## src/rtl/deframer_pkg.sv

```systemverilog
// Shared types and constants for serial_frame_deframer.
// DEFRAMER_PARITY_EN adds one even-parity bit after every payload byte.
package deframer_pkg;

  typedef enum logic {HUNT, PAYLOAD} state_e;

  localparam int BYTE_W = 8;
  localparam logic [BYTE_W-1:0] DEF_SYNC_WORD = 8'hA5;

`ifdef DEFRAMER_PARITY_EN
  localparam int WORD_BITS = BYTE_W + 1;
`else
  localparam int WORD_BITS = BYTE_W;
`endif

  function automatic logic even_par_err(input logic [BYTE_W-1:0] d, input logic p);
    return (^d) ^ p;
  endfunction

endpackage

```

## src/rtl/sipo_byte_collector.sv

```systemverilog
// Serial-in/parallel-out collector: shift window plus a per-word bit counter.
// Serves as the hunt window and as the payload assembler.
module sipo_byte_collector
  import deframer_pkg::*;
#(
  parameter int BITS_PER_WORD = 8
) (
  input  logic              clk,
  input  logic              rst,
  input  logic              clr,
  input  logic              shift_en,
  input  logic              cnt_en,
  input  logic              din,
  output logic [BYTE_W-1:0] nxt,
  output logic [BYTE_W-1:0] word,
  output logic              done
);

  // One bit fewer than a word is stored: the final bit is taken straight from din.
  localparam int STORE_W = BITS_PER_WORD - 1;
  localparam logic [3:0] LAST = 4'(BITS_PER_WORD - 1);

  logic [STORE_W-1:0] sr;
  logic [3:0]         bit_cnt;

  always_ff @(posedge clk or posedge rst) begin
    if (rst) begin
      sr      <= '0;
      bit_cnt <= '0;
    end else if (clr) begin
      sr      <= '0;
      bit_cnt <= '0;
    end else begin
      if (shift_en) sr <= {sr[STORE_W-2:0], din};
      if (cnt_en) bit_cnt <= done ? 4'd0 : bit_cnt + 4'd1;
    end
  end

  assign done = cnt_en && (bit_cnt == LAST);
  assign nxt  = {sr[BYTE_W-2:0], din};

  if (BITS_PER_WORD > BYTE_W) begin : g_par
    // din carries the parity bit; the data byte is already in the register.
    assign word = sr[BYTE_W-1:0];
  end else begin : g_nopar
    assign word = nxt;
  end

endmodule

```

## src/rtl/serial_frame_deframer.sv

```systemverilog
// Hunts an MSB-first bitstream for SYNC_WORD, then emits PAYLOAD_BYTES bytes.
// DEFRAMER_PARITY_EN: each payload byte is followed by an even-parity bit.
module serial_frame_deframer
  import deframer_pkg::*;
#(
  parameter logic [BYTE_W-1:0] SYNC_WORD     = DEF_SYNC_WORD,
  parameter int                PAYLOAD_BYTES = 4
) (
  input  logic              clk,
  input  logic              rst,
  input  logic              din,
  input  logic              din_valid,
  output logic [BYTE_W-1:0] byte_out,
  output logic              byte_valid,
  output logic              frame_start,
  output logic              frame_done,
  output logic              locked,
  output logic              parity_err
);

  localparam logic [7:0] LAST_BYTE = 8'(PAYLOAD_BYTES - 1);

  state_e            state;
  logic [3:0]        fill_cnt;
  logic [7:0]        byte_cnt;
  logic [BYTE_W-1:0] nxt;
  logic [BYTE_W-1:0] word;
  logic              done;
  logic              cnt_en;
  logic              sync_hit;
  logic              frame_end;

  assign cnt_en    = din_valid && (state == PAYLOAD);
  // fill_cnt gate keeps the reset-cleared window from matching a zero-heavy sync word.
  assign sync_hit  = din_valid && (state == HUNT) && (fill_cnt >= 4'd7) && (nxt == SYNC_WORD);
  assign frame_end = done && (byte_cnt == LAST_BYTE);

  sipo_byte_collector #(
    .BITS_PER_WORD(WORD_BITS)
  ) u_sipo (
    .clk      (clk),
    .rst      (rst),
    .clr      (sync_hit || frame_end),
    .shift_en (din_valid),
    .cnt_en   (cnt_en),
    .din      (din),
    .nxt      (nxt),
    .word     (word),
    .done     (done)
  );

`ifdef DEFRAMER_PARITY_EN
  logic perr_q;
  assign parity_err = perr_q;
`else
  assign parity_err = 1'b0;
`endif

  always_ff @(posedge clk or posedge rst) begin
    if (rst) begin
      state       <= HUNT;
      fill_cnt    <= '0;
      byte_cnt    <= '0;
      byte_out    <= '0;
      byte_valid  <= 1'b0;
      frame_start <= 1'b0;
      frame_done  <= 1'b0;
      locked      <= 1'b0;
`ifdef DEFRAMER_PARITY_EN
      perr_q      <= 1'b0;
`endif
    end else begin
      byte_valid  <= 1'b0;
      frame_start <= 1'b0;
      frame_done  <= 1'b0;
`ifdef DEFRAMER_PARITY_EN
      perr_q      <= 1'b0;
`endif
      if (din_valid) begin
        case (state)
          HUNT: begin
            if (fill_cnt < 4'd8) fill_cnt <= fill_cnt + 4'd1;
            if (sync_hit) begin
              state       <= PAYLOAD;
              frame_start <= 1'b1;
              locked      <= 1'b1;
              byte_cnt    <= '0;
            end
          end
          PAYLOAD: begin
            if (done) begin
              byte_out   <= word;
              byte_valid <= 1'b1;
`ifdef DEFRAMER_PARITY_EN
              perr_q     <= even_par_err(word, din);
`endif
              if (frame_end) begin
                frame_done <= 1'b1;
                state      <= HUNT;
                locked     <= 1'b0;
                fill_cnt   <= '0;
                byte_cnt   <= '0;
              end else begin
                byte_cnt <= byte_cnt + 8'd1;
              end
            end
          end
          default: state <= HUNT;
        endcase
      end
    end
  end

endmodule

```

## config.mk

```make
export PLATFORM = sky130hd
export DESIGN_NAME = serial_frame_deframer
export DESIGN_NICKNAME = d
export VERILOG_FILES = /design/src/rtl/deframer_pkg.sv /design/src/rtl/sipo_byte_collector.sv /design/src/rtl/serial_frame_deframer.sv
export SDC_FILE = /design/constraint.sdc
export NUM_CORES = 1
export LEC_CHECK = 0
export ABC_AREA = 1
export BUFFER_PORTS_ARGS = -buffer_cell sky130_fd_sc_hd__buf_2
export CAP_MARGIN = 25
export CORE_AREA = 2 2 61 63
export CTS_CLUSTER_DIAMETER = 50
export DETAILED_ROUTE_END_ITERATION = 16
export DIE_AREA = 0 0 63 65
export HOLD_SLACK_MARGIN = 0.03
export PLACE_DENSITY_LB_ADDON = 0.1
export SLEW_MARGIN = 10
export SYNTH_ARGS = -nofsm -noshare
export SYNTH_HDL_FRONTEND = slang
export SYNTH_SLANG_ARGS = --single-unit
```

## constraint.sdc

```tcl
create_clock -name clk -period 1.5 [get_ports clk]
set_input_delay 0.15 -clock clk [delete_from_list [all_inputs] [get_ports clk]]
set_output_delay 0.15 -clock clk [all_outputs]
set_load 0.03 [all_outputs]
```

# == Word level (Yosys, flattened, before mapping) ==
# Index checks and enable logic that the tools add are counted.
# word_totals
register_bits,36
inputBits,4
word_cells,66
# op_classes
addsub,3
n_lt_le_gt_ge,2
n_eq_ne,7
n_mux,30
bitwise,1
n_reduce_logical,13
# ops
op,n
$mux W4,6
$mux W8,3
$pmux W8 S2,1
$mux W1,15
$mux W7,2
$add A4 B1 Y4 const B,2
$add A8 B1 Y8 const B,1
$eq A8 B2 Y1 const B,1
$eq A8 B8 Y1 const B,1
$pmux W4 S2,1
$reduce_and A4 Y1,2
$logic_and A1 B1 Y1,6
$ne A2 B1 Y1 const B,3
$reduce_and A3 Y1,2
$eq A4 B3 Y1 const B,1
$ge A4 B3 Y1 const B,1
$lt A4 B4 Y1 const B,1
$pmux W1 S2,2
$reduce_bool A2 Y1,2
$ne A2 B2 Y1 const B,1
$logic_or A1 B1 Y1,1
$not A1 Y1,1

# == Logic depth before layout (Yosys ltp) ==
# logic_depth
ltp_word,7
ltp_mapped,10
depth_no_buf,10

# == Modules after synthesis ==
# A second synthesis with hierarchy kept.
# unflattened
cells_unflattened,239
hier_area_um2,1866.8
# modules_own_cells
mod,instances,cells_per_inst,area_per_inst_um2
serial_frame_deframer,1,174,1305.0
sipo_byte_collector,1,65,561.8

# == Worst setup path before layout ==
# No wires, ideal clock.
# synth_timing
path_kind,register -> register
startpoint,register fill_cnt[0]
endpoint,register byte_cnt[7]
setup_time_ns,0.065
t_arrival_ns,1.287
slack_ns,0.148
path_stages_with_launch,9
n_path_buf,0
path_cell_list,dfrtp_1 > ha_1 > a21oi_1 > nor2_1 > nand2_1 > nand2_1 > nand2_4 > nand2_1 > nand2_1
# synth_between
elab_chain_len,5
# synth_lines
item,line_no,text
start: declaration,serial_frame_deframer.sv:24,logic [3:0] fill_cnt;
start signal: assignment,serial_frame_deframer.sv:82,if (fill_cnt < 4'd8) fill_cnt <= fill_cnt + 4'd1;
$ge A4 B3 Y1,serial_frame_deframer.sv:35,assign sync_hit = din_valid && (state == HUNT) && (fill_cnt >= 4'd7) && (nxt == SYNC_WORD);
$logic_and A1 B1 Y1 (2 in series),serial_frame_deframer.sv:35,
$ne A2 B2 Y1 (no source line),--,
$reduce_and A3 Y1 (no source line),--,
end signal: assignment,serial_frame_deframer.sv:104,byte_cnt <= byte_cnt + 8'd1;
end: declaration,serial_frame_deframer.sv:25,logic [7:0] byte_cnt;
# No other way between the ends.
# A chain may end at the register's enable or synchronous reset.

# == Final worst setup path ==
# layout_timing
startpoint,register u_sipo.bit_cnt[1]
endpoint,register fill_cnt[0]
# layout_between
elab_chain_len,5
word_cells_on_any_way,6
classes_between,3 x eq/ne; 3 x reduce/logical
# layout_lines
item,line_no,text
start: declaration,sipo_byte_collector.sv:24,logic [3:0] bit_cnt;
start signal: assignment,sipo_byte_collector.sv:35,if (cnt_en) bit_cnt <= done ? 4'd0 : bit_cnt + 4'd1;
$eq A4 B3 Y1 *,sipo_byte_collector.sv:39,assign done = cnt_en && (bit_cnt == LAST);
$logic_and A1 B1 Y1 *,sipo_byte_collector.sv:39,
$logic_and A1 B1 Y1,serial_frame_deframer.sv:36,assign frame_end = done && (byte_cnt == LAST_BYTE);
$ne A2 B1 Y1 (no source line),--,
$reduce_and A4 Y1 (no source line) *,--,
# Mark *: on every way between the ends. The rest lies on a longest branch, timed or not.

==> metrics.md <==
| Metric | Value |
|---|---|
| Area growth syn-to-layout | 15.11% |
| Most frequent cells after synthesis | 71 x nand2_1, 38 x nor2_1, 36 x dfrtp_1, 31 x inv_1, 14 x nand3_1 |
| CTS sink cnt | 36 |
| First-pass iteration count of the detailed router | 4 |
| Drt drc | 0 |
| FILL cells | 337 |
| Die height | 65 um |
| Mapped cell area | 0.001904 sq mm |
| Synth area leaders | dfrtp_1 47%, nand2_1 14%, nor2_1 7.5% |
| Initial antenna violation count | 0 |
| Crit path DAT | 1.69 ns |
| Antenna fix cells | 0 |
| CTS tree | yes |
| CP startpoint kind | flip-flop |
| Cell with the most instances after synthesis | nand2_1 |
| Hold Crit Class | primary input to flip-flop |
| Hold_ws | 0.1014 ns |
| Post-route ant nets | 0 |
| Proportion of layout cells with a drive suffix above 1 | 0.1906 |
| Vias in the first global route | 1,470 |
| Clk_lat worst skew | 0.34 ns |
| Critical path class | flip-flop to flip-flop |
| Dpl cells | 313 |
| Layout Skew | slightly above 0.009 ns |
| Layout Cells excl Fill | about 330 |
| Root Buffer | clkbuf_4 |
| Clock period minus worst slack | 1.450 ns |
| Worst path top cell family by delay | simple AND/OR/NAND/NOR gates |
| Worst path bufs/invs | 1 |
| Synth warn | 0 |
| Overall Global Routing Usage | 0.2048 |
| First-pass GRT wire length | 6.423 mm |
| Multi-input combinational cell area | ~840 sq um |
| Final Hold Violating Endpoints | 0 |
| Post-synthesis cell type count | 26 |
| Core footprint | 0.003496 sq mm |
| Synth Area per Inst | approximately 7.6 sq um |
| Initial DRC count | 74 |
| Avg WL per Cell | 11.11 um |
| Period utilization | 0.9664 |
| Outcome | finished, final reports clean |
| CTS Buf Count | 5 |
| Maximum level of the CTS H-tree | 2 |
| NumNets Final | ~280 |
| #FFs+latches synth | 36 |
| CP required | 1.74 ns |
| Area of the die | 0.004095 sq mm |
| Max Slew Vio Count | 0 |
| Io pins | 17 |
| Clock transition at path regs | 0.10 ns |
| WL final | 3.623 mm |
| I/O Buffers | 15 |
| Post-Syn Nets | 256 |
| Max_cap viols | 0 |
| Top_reg_cell synth | dfrtp_1 |
| Fmax achieved | 689.9 MHz |
| Cells along the critical path | ha_2, nand2_2, nor2_4, nand2_4, buf_8, a21oi_4, nand2_2, nand2_1, nand2_1 |
| Total Power | approximately 2.0 mW |
| Die width | 63 um |
| Post-DP HPWL | 2.591 mm |
| Gpl congestion | 0.8564 |
| Post-synth top area share | 0.4731 |
| Synth area leader | dfrtp_1 |
| Largest net degree at the start of global routing | 37 |
| CP Max Fanout | 5 |
| Reg area | about 900 sq um |
| Deepest clock path buffer count | 2 |
| Async set-reset flop share out of synthesis | 1.000 |
| Max VDD drop | 0.5810 mV |
| Setup TNS | 0 ns |
| EDFF count, synth | 0 |
| Initial core utilization | 0.5447 |
| Slowest stage delay, CP | between 0.3 and 0.4 ns |
| Via count | 1,570 |
| Vias per inst | 4.816 |
| PD cells | slightly above 900 mW/mm^2 |
| RSZ-0062 raised after global routing | true |
| Register area share after synthesis | 0.4731 |
| Slowest-stage cell, CP | dfrtp_1 |
| Cells after synthesis | 249 |
| Gr ovfl total | 0 |
| Leakage Power | 1.180 nW |
| Setup Viol. Count Final | 0 |
| Worst setup EP type | flip-flop |
| Core Rows | 22 |
[worst min-delay path: stages]
cell     delay, ns
buf_2         0.12
inv_1         0.07
o21ai_1       0.07
[where the power goes]
part	internal (mW)	switching (mW)	total (mW)	leakage (nW)
sequential	1.05	0.0700	1.12	0.472
clock	0.231	0.306	0.537	0.0326
combinational	0.137	0.193	0.329	0.676
[sequential cells by signal (all words and copies together) (netlist names)]
register and flops:
byte_cnt 8, byte_out 8, byte_valid 1, fill_cnt 4, frame_done 1, frame_start 1, locked 1, state 1
u_sipo.bit_cnt 4, u_sipo.sr 7
[timing repair]
| action | in CTS | in global routing |
|---|---|---|
| gates resized for setup | 1 | 11 |
| hold buffers | 1 | 0 |
| setup endpoints to repair | 8 | 29 |
| pin swaps | 0 | 3 |
| cloned | 0 | 1 |
| buffers inserted | 0 | 3 |
| endpoints found under the hold margin | 36 | 0 |
[cells in the final DEF (no fill, tap or decap), drive strengths merged]
| cell | Yosys | final |
|---|---|---|
| a21oi | 12 | 12 |
| buf | 7 | 27 |
| clkbuf | 1 | 9 |
| conb | 1 | 1 |
| dfrtp | 36 | 36 |
| dlygate4sd3 | 0 | 1 |
| ha | 3 | 3 |
| inv | 32 | 32 |
| nand2 | 79 | 79 |
| nand3 | 14 | 14 |
| nand3b | 1 | 1 |
| nand4 | 2 | 2 |
| nor2 | 39 | 39 |
| nor3 | 8 | 8 |
| nor3b | 1 | 1 |
| o21ai | 11 | 11 |
| xnor2 | 1 | 1 |
| xor2 | 1 | 1 |
[worst paths after layout]
check / start / to / slack, ns / cells past startpoint
setup / recovery: u_sipo.bit_cnt[1]$_DFFE_PP0P_ / fill_cnt[0]$_DFFE_PP0P_ / 0.05 / 9
hold / removal: din / byte_out[0]$_DFFE_PP0P_ / 0.10 / 3
setup reg to reg: u_sipo.bit_cnt[1]$_DFFE_PP0P_ / fill_cnt[0]$_DFFE_PP0P_ / 0.05 / 9
hold reg to reg: byte_out[5]$_DFFE_PP0P_ / byte_out[5]$_DFFE_PP0P_ / 0.50 / 2
max in group asynchronous: rst / state$_DFFE_PP0P_ / 0.72 / 4
min in group asynchronous: rst / byte_valid$_DFF_PP0_ / 0.44 / 4
[cell type report]
cell class,count,area share
clock buffer,8,0.02683
timing repair buffer,29,0.09475
sequential,36,0.4115
tap,48,0.02740
multi-input combinational,173,0.3847
inverter,32,0.05479
[metal layers]
layer	vias up	part of all wire	track usage
met5	-	0	0
met4	0	0.022	0.09722
met3	8	0.042	0.05903
met2	26	0.45	0.3152
met1	712	0.49	0.2661
li1	824	-	-
[cells by family after synthesis]
family | after synthesis | share of synthesized area
DFF | 36 | 0.4731
other | 1 | 0.001969
AOI/OAI and AO/OA | 23 | 0.06636
and+or+nand+nor | 144 | 0.3318
xor gates and xnor gates | 2 | 0.009200
adders and majority gates | 3 | 0.01971
buffers and inverters | 40 | 0.09789
[metrics by stage]
step / utilization / area, sq um / setup slack [ns]
finish: 0.6271 / 2192 / 0.05044
global route: 0.6271 / 2192 / -0.04545
CTS: 0.6042 / 2112 / 0.0007360
floorplan: - / 1904 / 0.1482
detailed placement: 0.5838 / 2041 / -0.01453
global placement: 0.5838 / 2041 / -0.01166
No activity file was read; power rests on OpenSTA's default activity.
